$ cat config.mk
export PLATFORM = sky130hd
export DESIGN_NAME = reg_read_stage
export DESIGN_NICKNAME = d
export VERILOG_FILES = /design/src/rtl/reg_read_stage.sv
export SDC_FILE = /design/constraint.sdc
export NUM_CORES = 1
export LEC_CHECK = 0
export CAP_MARGIN = 20
export CORE_MARGIN = 5
export CORE_UTILIZATION = 45
export DETAILED_ROUTE_END_ITERATION = 6
export GPL_ROUTABILITY_DRIVEN = 0
export GPL_TIMING_DRIVEN = 0
export PLACE_DENSITY = 0.74
export SETUP_SLACK_MARGIN = 0.4
export SYNTH_ARGS = -nofsm -noshare
export SYNTH_HDL_FRONTEND = slang
export SYNTH_SLANG_ARGS = --single-unit
$ cat constraint.sdc
create_clock -name clk -period 3.9 [get_ports clk]
set_input_delay 1.17 -clock clk [delete_from_list [all_inputs] [get_ports clk]]
set_output_delay 1.17 -clock clk [all_outputs]
set_load 0.02 [all_outputs]
$ cat src/rtl/reg_read_stage.sv
// Register-read stage: drives the register file read selects, aligns the 1-cycle read data with the payload,
// bypasses writeback, and holds operands across stalls. Define OPT_REG_READ_STATS_EN to add the stall/bypass counters.
//
// state | meaning
// EMPTY | no instruction held, out_valid low
// FRESH | instruction accepted last edge, operands come from the register file (or captured bypass)
// HELD  | stalled, operands live in the local hold registers
module reg_read_stage #(
  parameter int DATA_WIDTH    = 32,
  parameter int SEL_WIDTH     = 4,
  parameter int PAYLOAD_WIDTH = 64
) (
  input  logic                     clk,
  input  logic                     rst_n,
  input  logic                     flush,
  input  logic                     in_valid,
  output logic                     in_ready,
  input  logic [SEL_WIDTH-1:0]     in_sel_ra,
  input  logic [SEL_WIDTH-1:0]     in_sel_rb,
  input  logic [SEL_WIDTH-1:0]     in_sel_rc,
  input  logic [PAYLOAD_WIDTH-1:0] in_payload,
  output logic [SEL_WIDTH-1:0]     rf_read_sel_ra,
  output logic [SEL_WIDTH-1:0]     rf_read_sel_rb,
  output logic [SEL_WIDTH-1:0]     rf_read_sel_rc,
  input  logic [DATA_WIDTH-1:0]    rf_read_data_ra,
  input  logic [DATA_WIDTH-1:0]    rf_read_data_rb,
  input  logic [DATA_WIDTH-1:0]    rf_read_data_rc,
  input  logic                     wb_en,
  input  logic [SEL_WIDTH-1:0]     wb_sel,
  input  logic [DATA_WIDTH-1:0]    wb_data,
  output logic                     out_valid,
  input  logic                     out_ready,
  output logic [DATA_WIDTH-1:0]    out_data_ra,
  output logic [DATA_WIDTH-1:0]    out_data_rb,
  output logic [DATA_WIDTH-1:0]    out_data_rc,
  output logic [PAYLOAD_WIDTH-1:0] out_payload
`ifdef OPT_REG_READ_STATS_EN
  ,
  output logic [31:0]              out_stat_stall_cycles,
  output logic [31:0]              out_stat_bypass_hits
`endif
);

  typedef enum logic [1:0] {
    EMPTY = 2'd0,
    FRESH = 2'd1,
    HELD  = 2'd2
  } state_t;

  state_t                          state;
  logic                            accept;
  logic [2:0][SEL_WIDTH-1:0]       in_sel;
  logic [2:0][SEL_WIDTH-1:0]       sel_q;
  logic [2:0][DATA_WIDTH-1:0]      rf_data;
  logic [2:0][DATA_WIDTH-1:0]      byp_data_q;
  logic [2:0][DATA_WIDTH-1:0]      hold_q;
  logic [2:0][DATA_WIDTH-1:0]      operand;
  logic [2:0]                      byp_q;
  logic [2:0]                      wb_hit_in;
  logic [2:0]                      wb_hit_q;
  logic [PAYLOAD_WIDTH-1:0]        payload_q;

  assign rf_read_sel_ra = in_sel_ra;
  assign rf_read_sel_rb = in_sel_rb;
  assign rf_read_sel_rc = in_sel_rc;

  assign in_ready = (state == EMPTY) | out_ready;
  assign accept   = in_valid & in_ready & ~flush;

  assign out_data_ra = operand[0];
  assign out_data_rb = operand[1];
  assign out_data_rc = operand[2];
  assign out_payload = payload_q;

  always_comb begin
    in_sel[0]  = in_sel_ra;
    in_sel[1]  = in_sel_rb;
    in_sel[2]  = in_sel_rc;
    rf_data[0] = rf_read_data_ra;
    rf_data[1] = rf_read_data_rb;
    rf_data[2] = rf_read_data_rc;
  end

  // The register file returns pre-write data for a same-edge write, so hits are needed both at accept and while held.
  always_comb begin
    wb_hit_in = '0;
    wb_hit_q  = '0;
    operand   = '0;
    for (int p = 0; p < 3; p++) begin
      wb_hit_in[p] = wb_en & (wb_sel == in_sel[p]) & (in_sel[p] != '0);
      wb_hit_q[p]  = wb_en & (wb_sel == sel_q[p]) & (sel_q[p] != '0);
      if (sel_q[p] == '0)
        operand[p] = '0;
      else if (wb_hit_q[p])
        operand[p] = wb_data;
      else if (state == FRESH)
        operand[p] = byp_q[p] ? byp_data_q[p] : rf_data[p];
      else if (state == HELD)
        operand[p] = hold_q[p];
      else
        operand[p] = '0;
    end
  end

  always_ff @(posedge clk or negedge rst_n) begin
    if (!rst_n) begin
      state      <= EMPTY;
      out_valid  <= 1'b0;
      sel_q      <= '0;
      payload_q  <= '0;
      byp_q      <= '0;
      byp_data_q <= '0;
      hold_q     <= '0;
    end else begin
      if (flush) begin
        state     <= EMPTY;
        out_valid <= 1'b0;
      end else begin
        case (state)
          EMPTY: begin
            if (accept) begin
              state     <= FRESH;
              out_valid <= 1'b1;
            end
          end
          FRESH, HELD: begin
            if (out_ready) begin
              state     <= accept ? FRESH : EMPTY;
              out_valid <= accept;
            end else begin
              state     <= HELD;
              out_valid <= 1'b1;
            end
          end
          default: begin
            state     <= EMPTY;
            out_valid <= 1'b0;
          end
        endcase
      end

      if (accept) begin
        sel_q     <= in_sel;
        payload_q <= in_payload;
        byp_q     <= wb_hit_in;
        for (int p = 0; p < 3; p++)
          byp_data_q[p] <= wb_hit_in[p] ? wb_data : '0;
      end

      if (state == FRESH && !out_ready) begin
        hold_q <= operand;
      end else if (state == HELD) begin
        for (int p = 0; p < 3; p++)
          if (wb_hit_q[p])
            hold_q[p] <= wb_data;
      end
    end
  end

`ifdef OPT_REG_READ_STATS_EN
  logic any_wb_sel;

  always_comb begin
    any_wb_sel = 1'b0;
    for (int p = 0; p < 3; p++)
      if (sel_q[p] != '0 && (wb_hit_q[p] || (state == FRESH && byp_q[p])))
        any_wb_sel = 1'b1;
    any_wb_sel = any_wb_sel & out_valid;
  end

  always_ff @(posedge clk or negedge rst_n) begin
    if (!rst_n) begin
      out_stat_stall_cycles <= '0;
      out_stat_bypass_hits  <= '0;
    end else begin
      if (out_valid && !out_ready && out_stat_stall_cycles != 32'hFFFF_FFFF)
        out_stat_stall_cycles <= out_stat_stall_cycles + 32'd1;
      if (any_wb_sel && out_stat_bypass_hits != 32'hFFFF_FFFF)
        out_stat_bypass_hits <= out_stat_bypass_hits + 32'd1;
    end
  end
`endif

endmodule

Word-level counts from Yosys, hierarchy flattened
Index checks and enable logic that the tools add are counted.

Output and inout bits: 174. Flip-flop bits (word level): 274. Word-level logic and storage cells: 90. Input bits: 214.

Muxes and demuxes: 32. Bitwise operators: 16. Reduce and logical (&&, ||, !) cells: 20. Equal/unequal tests: 9.

Operators by type and width (count): 32-bit 2-to-1 mux (21); 96-bit 2-to-1 mux (2); 4-bit equality test (6); 4-bit nonzero test (6); 1-bit AND (14); 4-bit zero test (3); 2-bit nonzero test (4); 2-bit 2-to-1 mux (3); 2-bit AND reduction (3); 1-bit 2-to-1 mux (4); 2-bit case mux with 2 select lines (1); 3-bit != test (second input constant) (1); 2-bit by 1-bit equality test with 1-bit output (second input constant) (1); 2-bit equality test (second input constant) (1); 2-bit zero test (1); 1-bit case mux with 2 select lines (1); 2-bit OR reduction (1); 1-bit logical AND (1); 1-bit zero test (1); 1-bit NOT (1); 1-bit bitwise OR (1).

Longest topological paths before layout
Word-level depth: 8. Mapped depth: 9. Depth with buffers taken out: 6.

Worst setup path after synthesis
No wires, ideal clock.

Path type: input port to output port. Start: input port wb_sel[0]. End: output port out_data_rc[0]. Data required time: 2730 ps. Path buffers: 2. Path slack: 124 ps. Data arrival time: 2606 ps. Stages on the path: 6. Path through: buf_6 -> or4_4 -> nand3_2 -> nor2_2 -> buf_4 -> mux2i_1.

Cells in the longest elaborated chain, start to end: 5.

Ends and longest elaborated chain: start: declaration (RTL line 29) `input logic [SEL_WIDTH-1:0] wb_sel,`; 4-bit equality test (RTL line 91) `wb_hit_q[p] = wb_en & (wb_sel == sel_q[p]) & (sel_q[p] != '0);`; 1-bit AND (2 in series) (RTL line 91); 32-bit 2-to-1 mux (RTL line 94) `else if (wb_hit_q[p])`; 32-bit 2-to-1 mux (RTL line 92) `if (sel_q[p] == '0)`; end: declaration (RTL line 35) `output logic [DATA_WIDTH-1:0] out_data_rc,`.

Every way passes these cells.

Final worst setup path
Start: input port wb_sel[0]. End: output port out_data_rc[29].

Same word-level chain as after synthesis.

==> run metrics <==
GRT overflow 0; Int Pwr 7.01 mW; Worst-Skew Late Latency between 0.5 and 0.6 ns; Cells after Synth ~1,500; Inst Count DP 2,332; CP Data Required Time 2.73 ns; hold path start byp_data_q[48]; CTS tree done; number of global-route vias before repair roughly 16,000; Final HPWL DP between 40,000 and 50,000 um; Most used DFF post-synth dfrtp_1; DIE HEIGHT between 150 and 200 um; uppermost layer routed met5; width of the die 198 um; routed length on met1 between 20,000 and 25,000 um; WHS Endpoint byp_data_q[48]; pre-CTS setup slack -0.602 ns; wire length per cell between 20 and 30 um; crit start category input port; fmax about 250 MHz; unrepaired setup endpoints after global routing yes; hold crit path type reg -> reg; min Tclk post-route 3.92 ns; sequential fraction of the synthesis area a little over two fifths; FF-to-FF End hold_q[23]; global-route wire length before repair around 95,000 um; worst path arrival time around 2.8 ns; clock share of power a little under a third; P_sw 3.32 mW; detailed-router iteration count before antenna repair 7; Gate power share 33.7%; Synthesis Warnings 0; Max Slew Vio Count 0; fin worst setup slack -0.0240 ns; Setup crit end kind output port; hold depth 1; Post-Synth XOR/XNOR Area approximately 1.2%; R2R cell count 18; largest family of logic cells by synthesized area multiplexers; EDFF count, synth 0; status complete, but fails checks; Switching Fraction 32.1%; Avg Cell Area, Syn around 11 um2; Tot GR Track Use 31.3%; Mapped Area roughly 16,000 um2; CTS Buf Count 34; Root Driver clkbuf_16; multiplexer share of the synthesized area 20.9%; clk sinks 274; syn nets approximately 1,700; hold slack approximately 0.50 ns; Worst VDD drop about 320 uV; area grow syn2layout 48.3%; CORE AREA about 35,000 um2; DR WL met3 around 7400 um; reg2reg setup slack ~0.58 ns; endpoints failing setup 16; DRC viols 2; final core utilization 67.9%; IO Port Bufs 381; sequential share of power about a third; Worst Skew between 0.01 and 0.015 ns; Initial Util between 40% and 50%; DR vias roughly 15,000; Yosys reg bits roughly 270; fraction of layout cells with a size suffix above 1 between 30 and 40%; asr flop ratio synth 100%; I/O pin count 388; Final ANT Viol Nets 0; first-iteration detailed-routing DRC count approximately 1,800; Lkg Pwr roughly 10 nW; Worst Setup SP wb_sel[0]; Worst Max-Slew Pin Slew about 1.2 ns; Fin. Hold Viols 0; Power Density 440 nW/um2; Met2 Wirelength roughly 30,000 um; vias per cell approximately 6.1; pin count of the biggest net entering global routing approximately 120; critical-path maximum fanout 8; drt total wl about 64,000 um; initial antenna violation count 2; relative slew slack 22.5%; post-synthesis simple-gate area fraction 11.0%; maxcap violations 0; Tcrit/Tclk final 101%; synth unique cells 48; Nets ~2,200; H-tree depth 2; Clock Path Buffers 3; Synth Area in Adders 0.316%; fin cells ~2,500; Worst-path clk slew ~0.060 ns; r2r startpoint sel_q[2]; failing checks design-rule violations, negative setup slack; Compound-Gate Fraction of Synth Area around 16%; die area 39,100 um2; row count between 60 and 70; crit path kind in -> out
[registers in the layout (all words and copies together) (netlist names)]
| signal | count |
|---|---|
| byp_data_q | 96 |
| hold_q | 96 |
| byp_q | 3 |
| out_payload | 64 |
| sel_q | 12 |
| state | 2 |
| out_valid | 1 |
[how the worst max path moves through the flow]
stage                           end  slack, ns  cells after the start
global route         out_data_rc[0]      -0.04                      8
detailed placement  out_data_rc[30]      -0.60                      7
CTS                 out_data_rc[30]       0.01                      8
floorplan            out_data_rc[0]       0.28                      6
global placement    out_payload[33]     -10.78                      1
finish              out_data_rc[29]      -0.02                      8
[worst max-delay path, stage by stage]
cell	delay, ns
buf_16	0.13
or4_4	0.56
nand3_4	0.14
nor2_4	0.05
buf_12	0.15
clkbuf_16	0.18
mux2i_4	0.21
buf_6	0.15
[through the flow]
stage | power [mW] | area, um2 | TNS, ns
6_report | 10.3 | 23500 | -0.221
5_1_grt | 10.7 | 23500 | -1.02
4_1_cts | 10.2 | 23100 | 0
3_5_place_dp | 6.75 | 21000 | -43.70
3_3_place_gp | 6.67 | 21000 | -2982.89
2_1_floorplan | 5.41 | 16600 | 0
[logic make-up (layout without fill, tap and decap cells)]
family	Yosys count	in the layout
xor+xnor	21	21
other cells	0	3
mux	300	300
compound gates	305	305
flops	274	274
buf+inv	254	767
simple gates	335	335
fa+ha+maj	4	4
[cell usage in the layout, fill, tap and decap left out, drive strengths merged, types with 5 or more instances in the layout]
| cell | count |
|---|---|
| nand2b | 32 |
| nand2 | 165 |
| clkdlybuf4s50 | 270 |
| dlygate4sd2 | 14 |
| nor4 | 5 |
| clkinv | 11 |
| nand3 | 8 |
| inv | 100 |
| dfrtp | 274 |
| a222oi | 62 |
| buf | 254 |
| or4 | 35 |
| clkbuf | 114 |
| mux2i | 95 |
| o21ai | 34 |
| nor2 | 7 |
| xnor2 | 19 |
| o221a | 32 |
| a21oi | 65 |
| mux2 | 205 |
| a22o | 96 |
| or3 | 67 |
[area by class of cell]
cell class                      instances  area, um2
Multi-Input combinational cell        965       8630
Buffer                                155       1210
Tap cell                              455        569
Sequential cell                       274       6860
Timing Repair Buffer                  452       4740
Antenna cell                            3       7.51
Clock inverter                         16        165
Inverter                               99        372
Fill cell                            2614      11100
Clock buffer                           45        943
[layer usage]
metal	vias to the layer above	global-route usage, %
met5	-	0
met4	2	12.0
met3	172	9.01
met2	957	50.6
met1	7390	40.0
li1	6441	-
[cell usage after synthesis (6+ instances only)]
| library cell | n | area (um2) |
|---|---|---|
| mux2_2 | 145 | 1630 |
| o221a_1 | 25 | 282 |
| xnor2_1 | 19 | 166 |
| nor2_1 | 6 | 22.5 |
| a22o_1 | 96 | 841 |
| a222oi_1 | 62 | 621 |
| buf_2 | 44 | 220 |
| buf_4 | 22 | 165 |
| or4_1 | 34 | 255 |
| or3_1 | 67 | 419 |
| a21oi_1 | 65 | 325 |
| inv_1 | 99 | 372 |
| mux2_1 | 48 | 541 |
| nand2b_1 | 32 | 200 |
| nand2_1 | 165 | 619 |
| dfrtp_1 | 274 | 6860 |
| nand3_1 | 6 | 30.0 |
| mux2i_1 | 95 | 951 |
| o21ai_0 | 33 | 165 |
| clkbuf_1 | 70 | 263 |
| buf_6 | 17 | 191 |
| mux2_4 | 12 | 180 |
| o221a_2 | 7 | 78.8 |
[power by group through the flow]
stage,clock network [mW],logic [mW],registers (mW)
CTS,3.24,3.33,3.63
global route,3.36,3.67,3.69
floorplan,0,1.65,3.76
global placement,0,3.03,3.64
detailed placement,0,3.10,3.66
finish,3.21,3.48,3.64
[what timing repair did]
action                                  CTS  global route
gates resized for setup                 614           121
cloned                                    7             2
endpoints found under the setup margin  109           128
pin swaps                                11            12
setup buffers                            51             8
hold buffers                              0             0
endpoints found under the hold margin     0             0
Note: power is estimated with default switching activity, not from simulation.
